===== config.mk =====
export PLATFORM = sky130hd
export DESIGN_NAME = instr_fetcher
export DESIGN_NICKNAME = d
export VERILOG_FILES = /design/src/rtl/instr_fetcher.sv
export SDC_FILE = /design/constraint.sdc
export NUM_CORES = 1
export LEC_CHECK = 0
export BUFFER_PORTS_ARGS = -buffer_cell sky130_fd_sc_hd__buf_4
export CORE_ASPECT_RATIO = 0.75
export CORE_MARGIN = 1
export CORE_UTILIZATION = 53
export CTS_CLUSTER_DIAMETER = 100
export DETAILED_ROUTE_END_ITERATION = 10
export PLACE_DENSITY = 0.78
export SYNTH_ARGS = -nofsm -noshare
export SYNTH_HDL_FRONTEND = slang
export SYNTH_SLANG_ARGS = --single-unit

===== constraint.sdc =====
create_clock -name clk -period 3.2 [get_ports clk]
set_clock_uncertainty 0.1 [all_clocks]
set_input_delay 0.32 -clock clk [delete_from_list [all_inputs] [get_ports clk]]
set_output_delay 0.32 -clock clk [all_outputs]
set_load 0.005 [all_outputs]

===== src/rtl/instr_fetcher.sv =====
// Instruction fetch front end: one-outstanding icache request FSM feeding a
// circular instruction queue, with JAL-aware next-PC and ROB flush redirect.
module instr_fetcher #(
    parameter int          IQ_DEPTH = 4,
    parameter logic [31:0] RESET_PC = 32'h0
) (
    input  logic        clk,
    input  logic        rst_n,
    input  logic        rdy,
    output logic        ic_req_valid,
    output logic [31:0] ic_req_addr,
    input  logic        ic_resp_valid,
    input  logic [31:0] ic_resp_instr,
    output logic        iq_out_valid,
    output logic [31:0] iq_out_instr,
    output logic [31:0] iq_out_pc,
    input  logic        iq_out_ready,
    input  logic        flush,
    input  logic [31:0] flush_pc
);
    localparam int PTR_W = $clog2(IQ_DEPTH);
    localparam int CNT_W = PTR_W + 1;
    localparam logic [CNT_W-1:0] FULL_CNT = CNT_W'(IQ_DEPTH);

    typedef enum logic [1:0] {
        IDLE = 2'd0,
        WAIT = 2'd1,
        DROP = 2'd2
    } fetch_state_t;

    // JAL jumps by its J-immediate; everything else falls through by one word.
    function automatic logic [31:0] next_pc(input logic [31:0]  addr,
                                            input logic [31:12] imm_bits,
                                            input logic [6:0]   opcode);
        logic [31:0] jal_off;
        jal_off = {{12{imm_bits[31]}}, imm_bits[19:12], imm_bits[20], imm_bits[30:21], 1'b0};
        return (opcode == 7'b1101111) ? addr + jal_off : addr + 32'd4;
    endfunction

    fetch_state_t     state;
    logic [31:0]      pc;
    logic [PTR_W-1:0] head;
    logic [PTR_W-1:0] tail;
    logic [CNT_W-1:0] count;
    logic [31:0]      iq_instr [IQ_DEPTH];
    logic [31:0]      iq_pc    [IQ_DEPTH];

    logic push;
    logic pop;

    assign pop  = rdy && !flush && (count != '0) && iq_out_ready;
    assign push = rdy && !flush && (state == WAIT) && ic_resp_valid;

    assign iq_out_valid = (count != '0);
    assign iq_out_instr = (count != '0) ? iq_instr[head] : '0;
    assign iq_out_pc    = (count != '0) ? iq_pc[head]    : '0;

    // Queue payload carries no reset; validity is tracked by count alone.
    always_ff @(posedge clk) begin
        if (push) begin
            iq_instr[tail] <= ic_resp_instr;
            iq_pc[tail]    <= ic_req_addr;
        end
    end

    always_ff @(posedge clk or negedge rst_n) begin
        if (!rst_n) begin
            state        <= IDLE;
            pc           <= RESET_PC;
            head         <= '0;
            tail         <= '0;
            count        <= '0;
            ic_req_valid <= 1'b0;
            ic_req_addr  <= '0;
        end else if (rdy) begin
            if (flush) begin
                head  <= '0;
                tail  <= '0;
                count <= '0;
                pc    <= flush_pc;
                // An unanswered request must have its response swallowed later.
                if (state == IDLE || ic_resp_valid) begin
                    state        <= IDLE;
                    ic_req_valid <= 1'b0;
                end else begin
                    state        <= DROP;
                    ic_req_valid <= 1'b1;
                end
            end else begin
                if (pop)
                    head <= head + PTR_W'(1);
                if (push)
                    tail <= tail + PTR_W'(1);
                case ({push, pop})
                    2'b10:   count <= count + CNT_W'(1);
                    2'b01:   count <= count - CNT_W'(1);
                    default: count <= count;
                endcase

                case (state)
                    IDLE: begin
                        if (count < FULL_CNT) begin
                            ic_req_addr  <= pc;
                            ic_req_valid <= 1'b1;
                            state        <= WAIT;
                        end
                    end
                    WAIT: begin
                        if (ic_resp_valid) begin
                            pc           <= next_pc(ic_req_addr, ic_resp_instr[31:12],
                                                    ic_resp_instr[6:0]);
                            ic_req_valid <= 1'b0;
                            state        <= IDLE;
                        end
                    end
                    DROP: begin
                        if (ic_resp_valid) begin
                            ic_req_valid <= 1'b0;
                            state        <= IDLE;
                        end
                    end
                    default: begin
                        ic_req_valid <= 1'b0;
                        state        <= IDLE;
                    end
                endcase
            end
        end
    end

endmodule

==> results of run 1 <==
==> Yosys cell counts, types with 9 or more instances <==
cell type  number  area share
xnor2_1        35       0.020
dfrtp_1        74        0.12
nand3_1        17      0.0056
nand4_1        13      0.0054
o22ai_1        10      0.0041
nor2_1         39      0.0097
mux2_2         31       0.023
nand2_1        57       0.014
clkbuf_1       43       0.011
xor2_1         20       0.012
and3_1         18      0.0075
inv_1          16      0.0040
a21oi_1        55       0.018
mux4_2         64       0.095
a211oi_1       15      0.0075
o21ai_0        43       0.014
ha_1           37       0.031
edfxtp_1      256        0.51
nor2b_1         9      0.0037
a21o_1         17      0.0084
and2_1         71       0.029
==> routing by layer <==
| metal | GRT usage | share of wire |
|---|---|---|
| met5 | 0 | 0 |
| met4 | 0.06085 | 0.026 |
| met3 | 0.03696 | 0.063 |
| met2 | 0.3878 | 0.45 |
| met1 | 0.3861 | 0.46 |
==> report_power, final <==
group	switching, uW	leakage (uW)	internal (uW)
sequential	479	0.00324	5360
combinational	3220	0.00342	3370
clock	1590	0.000505	2100
total	5290	0.00716	10800
==> flip-flops by register name, indices dropped and copies added (netlist names), 2 cells and up <==
signal	cells
head	2
tail	2
ic_req_addr	32
iq_instr	128
iq_pc	128
pc	32
count	3
state	2
==> worst paths after layout <==
| check | start | endpoint | slack [ps] | cells past startpoint |
|---|---|---|---|---|
| min reg2reg | pc[13]$_DFFE_PN0P_ | pc[13]$_DFFE_PN0P_ | 370 | 2 |
| min in group asynchronous | rst_n | ic_req_addr[29]$_DFFE_PN0P_ | 270 | 2 |
| max in group asynchronous | rst_n | head[0]$_DFFE_PN0P_ | 2010 | 2 |
| min | flush_pc[15] | pc[15]$_DFFE_PN0P_ | 20 | 3 |
| max | ic_req_addr[2]$_DFFE_PN0P_ | pc[20]$_DFFE_PN0P_ | 10 | 12 |
| max reg2reg | ic_req_addr[2]$_DFFE_PN0P_ | pc[20]$_DFFE_PN0P_ | 10 | 12 |
==> cell families (layout without fill, tap and decap cells) <==
| family | count (synthesis) | after routing |
|---|---|---|
| AND/OR/NAND/NOR | 247 | 247 |
| XOR/XNOR | 55 | 55 |
| multiplexers | 101 | 101 |
| adder cells (fa/ha/maj) | 39 | 39 |
| buffers and inverters | 68 | 364 |
| flip-flops | 330 | 330 |
| AO/OA/AOI/OAI | 184 | 184 |
==> repair_timing <==
| action | 4_1_cts | 5_1_grt |
|---|---|---|
| hold buffers | 58 | 0 |
| gates resized for setup | 0 | 13 |
| setup endpoints to repair | 0 | 6 |
| buffers inserted | 0 | 8 |
| hold endpoints to repair | 213 | 0 |
==> area by class of cell <==
| class | instances | area (sq um) | area share |
|---|---|---|---|
| Clock buffer | 45 | 888.4 | 0.04692 |
| Timing Repair Buffer | 290 | 2450 | 0.1294 |
| Inverter | 16 | 60.06 | 0.003172 |
| Clock inverter | 13 | 137.6 | 0.007269 |
| Tap cell | 385 | 481.7 | 0.02544 |
| Sequential cell | 330 | 9544 | 0.5041 |
| Multi-Input combinational cell | 626 | 5371 | 0.2837 |
==> worst max-delay path, cell delays in order, from the launching register on <==
cell	delay (ps)
dfrtp_1	410
ha_1	290
a21o_1	180
a21oi_2	170
nor2b_1	80
o31a_1	340
a221o_1	340
a21oi_2	190
o21ai_2	120
a311oi_4	410
xnor2_1	180
a21oi_1	90
o22ai_1	190
==> through the flow <==
stage / worst slack, ps / utilization
floorplan: 108.5 / -
global placement: 77.51 / 0.6157
detailed placement: -30.73 / 0.6157
CTS: 9.249 / 0.6731
global route: -88.63 / 0.6766
finish: 13.20 / 0.6766
==> impl_metrics.csv, run 1 <==
group,metric,value,unit
run_status,outcome,"completed",
sta,final.setup.tns,0,ps
synth,yosys-mux-area-fraction,0.1225,
synth,synth-simple-area-share,0.08590,
final_layout,area_growth,25.35,%
sta,fin_hold_ws,18.85,ps
floorplanning,die_h,148.2,microns
sta,max_freq,313.8,MHz
synth,async_flop_share,0.2242,
critical_path,worstSetupPathType,"reg2reg",
global_routing,gr-usage-all-layers,0.2534,
synth,synth_compound_area_frac,0.07778,
final_layout,drive_gt1_frac,0.3023,
synth,yosysWarningCount,0,
route,wirelength,36730,microns
final_layout,final_area,0.01893,sq mm
synth,yosys_most_used_dff,"edfxtp_1",
critical_path,crit_fanout,4,
sta,slew_headroom,0.4065,
power,vdd_drop_max,521.2,uV
synth,synth_area_per_cell,14.75,sq um
placement,hpwl,24870,microns
placement,placed_cells,1582,
final_layout,finish.net_count,1404,
synth,ys_seq_elements,330,
floorplanning,coreArea,0.02798,sq mm
global_routing,antenna_found_initial,0,
route,drc,0,
clock_network,cts_inserted_buffers,31,
sta,hold_viol,0,
job,maxCapViolations,0,
critical_path,cp.required,3590,ps
floorplanning,rows,53,
clock_network,clk_path_buf_depth,3,
sta,worst_pin_slew,890.3,ps
final_layout,final_cell_mix,"edfxtp_1 (256), buf_4 (222), dfrtp_1 (72)",
sta,rsz0062_at_grt,"true",
route,drt_iter0_markers,993,
synth,ys_types,57,
clock_network,clockRootBuffer,"clkbuf_16",
sta,setup_viol,0,
final_layout,layout_commonest_cell,"edfxtp_1",
synth,yosysSeqAreaShare,0.6315,
synth,synth-edff-count,256,
final_layout,instances_no_fill,1705,
critical_path,cp-start-kind,"flip-flop",
clock_network,clkLatencyLatePin,580,ps
synth,synth_fa_ha_area_frac,0.03330,
global_routing,grt_max_degree,65,
placement,placed_area,0.01723,sq mm
route,vias_per_cell,5.815,
sta,finalCritPeriodShare,0.9959,
route,dr.pass1.iters,5,
power,finalPower,16120,uW
clock_network,path_clk_slew,60,ps
floorplanning,die_width,196.9,microns
floorplanning,initial_utilization,0.5397,
power,p_leak,0.007156,uW
clock_network,cts_tree,"done",
route,antenna_left,0,
power,p_per_area,851.3,mW/mm^2
synth,synthCells,1024,
synth,syn_nets,1133,
clock_network,cts_sinks,330,
global_routing,grt_pass1_vias,9807,
critical_path,cp.arrival,3580,ps
worst_hold_path,hold_class,"in2reg",
synth,synth_top_family_by_area,"multiplexers",
final_layout,fillers,1963,
global_routing,grt-ovfl-total,0,
critical_path,cp-end-kind,"flip-flop",
placement,portBuffers,167,
sta,slew_violations,0,
synth,synth_xor_area_frac,0.03189,
global_routing,grt_pass1_wl,56320,microns
route,wl_per_cell,21.54,microns
placement,routabilityCongestion,0.9328,
sta,finalCriticalPeriod,3187,ps
route,num_vias,9915,
final_layout,antennaDiodeCount,0,
synth,syn_area,0.01510,sq mm
floorplanning,ios,168,
clock_network,h-tree-depth,1,
floorplanning,dieArea,0.02919,sq mm
Power figures use the tool's default switching activity.
==> inputs of run 2 (changes only) <==
REMOVE_ABC_BUFFERS = 1   (was not set)
==> impl_metrics.csv, run 2 (synthesis gave the netlist of run 1 again) <==
group,metric,value,unit
route,num_vias,9963,
power,vdd_drop_max,518.0,uV
sta,setup_viol,0,
clock_network,path_clk_slew,70,ps
global_routing,grt_util_met3,0.04195,
placement,placed_cells,1577,
sta,max_freq,321.9,MHz
global_routing,busiest_layer,"met1",
floorplanning,rows,53,
job,maxCapViolations,0,
global_routing,grt_max_degree,75,
route,wirelength,37310,microns
placement,placed_area,0.01719,sq mm
critical_path,cp.required,3530,ps
floorplanning,ios,168,
critical_path,reg2reg_slack,90,ps
global_routing,grt-ovfl-total,0,
clock_network,clockRootBuffer,"clkbuf_16",
final_layout,finish.net_count,1395,
floorplanning,dieArea,0.02919,sq mm
sta,finalCriticalPeriod,3106,ps
final_layout,final_area,0.01894,sq mm
clock_network,cts_inserted_buffers,31,
clock_network,cts_sinks,330,
worst_hold_path,hold_depth,1,
critical_path,crit_end,"pc[24]$_DFFE_PN0P_",
critical_path,cp.arrival,3430,ps
critical_path,reg2reg_depth,12,
critical_path,crit_start,"ic_req_addr[2]$_DFFE_PN0P_",
global_routing,grt_pass1_wl,57170,microns
global_routing,grt_use_met2,0.3894,
critical_path,worstSetupPathType,"reg2reg",
final_layout,largest_registers,"iq_instr: 128 flops, iq_pc: 128 flops",
floorplanning,die_h,148.2,microns
final_layout,instances_no_fill,1696,
final_layout,antennaDiodeCount,0,
route,antenna_left,0,
clock_network,cts_tree,"done",
final_layout,drive_gt1_frac,0.3043,
critical_path,timing.rr.start,"ic_req_addr[2]$_DFFE_PN0P_",
placement,portBuffers,167,
power,p_leak,0.007143,uW
global_routing,gr-usage-all-layers,0.2581,
clock_network,clk_path_buf_depth,3,
critical_path,cp-start-kind,"flip-flop",
placement,hpwl,23790,microns
critical_path,crit_fanout,3,
floorplanning,die_width,196.9,microns
sta,hold_viol,0,
power,p_per_area,852.8,mW/mm^2
sta,slew_violations,0,
final_layout,final_cell_mix,"edfxtp_1 (256), buf_4 (217), dfrtp_1 (72)",
route,drt_iter0_markers,899,
sta,slew_headroom,0.3418,
clock_network,clkLatencyLatePin,570,ps
route,drc,0,
sta,rsz0062_at_grt,"true",
route,vias_per_cell,5.874,
worst_hold_path,hold_class,"in2reg",
critical_path,r2r_end,"pc[24]$_DFFE_PN0P_",
sta,worst_pin_slew,987.4,ps
run_status,outcome,"completed",
floorplanning,coreArea,0.02798,sq mm
global_routing,grt_pass1_vias,9729,
final_layout,area_growth,25.38,%
global_routing,grt_use_met1,0.3995,
floorplanning,initial_utilization,0.5397,
critical_path,cp-end-kind,"flip-flop",
clock_network,h-tree-depth,1,
global_routing,antenna_found_initial,0,
route,wl_per_cell,22.00,microns
route,dr.pass1.iters,6,
final_layout,layout_commonest_cell,"edfxtp_1",
sta,finalCritPeriodShare,0.9708,
placement,routabilityCongestion,0.9306,
==> run 2: timing repair <==
item / CTS / global route
pin swaps: 8 / 23
endpoints found under the setup margin: 3 / 11
setup buffers: 2 / 5
hold endpoints to repair: 221 / 0
gates resized for setup: 10 / 9
hold buffers: 55 / 0
==> run 2: worst min path at each step <==
| stage | end | startpoint |
|---|---|---|
| 2_1_floorplan | count[0]$_DFFE_PN0P_ | rst_n |
| 3_3_place_gp | pc[11]$_DFFE_PN0P_ | pc[11]$_DFFE_PN0P_ |
| 3_5_place_dp | pc[15]$_DFFE_PN0P_ | pc[15]$_DFFE_PN0P_ |
| 4_1_cts | pc[10]$_DFFE_PN0P_ | flush_pc[10] |
| 5_1_grt | iq_instr[0][31]$_DFFE_PP_ | ic_resp_instr[31] |
| 6_report | iq_instr[0][31]$_DFFE_PP_ | ic_resp_instr[31] |
==> run 2: through the flow <==
stage / hold slack, ps / TNS [ps] / utilization / total power, uW / setup slack [ps]
2_1_floorplan: -75.59 / -272410 / - / 9525 / -899.3
3_3_place_gp: 355.3 / -0.8262 / 0.6142 / 12040 / -0.8262
3_5_place_dp: 365.4 / -220.5 / 0.6142 / 12180 / -86.73
4_1_cts: 2.999 / 0 / 0.6741 / 16100 / 17.17
5_1_grt: 17.99 / -196.0 / 0.6767 / 17010 / -69.53
6_report: 19.36 / 0 / 0.6767 / 16150 / 93.59
==> run 2: power breakdown <==
part	internal, uW	switching (uW)
registers	5360	526
logic	3360	3120
clock network	2210	1570
total	10900	5210
==> run 2: cell type report <==
class                      count  area, sq um
multi-input combinational    626         5423
clock inverter                15        162.7
timing repair buffer         281         2362
sequential                   330         9547
fill                        1946         9046
tap                          385        481.7
inverter                      16        60.06
clock buffer                  43        902.1
==> run 2: critical path: stages, from the launching register on <==
cell	delay [ps]
dfrtp_1	390
ha_1	280
a21o_1	220
a21oi_4	160
nor2b_2	70
o31a_1	330
a221o_1	340
a21oi_2	180
o21ai_2	120
a311oi_4	400
o21bai_1	130
xnor2_1	180
o21ai_1	70
==> run 2: metal layers <==
layer / vias to the layer above / part of all wire
met2: 456 / 0.45
met4: 0 / 0.018
met3: 61 / 0.082
met5: - / 0
met1: 4996 / 0.45
li1: 4450 / -
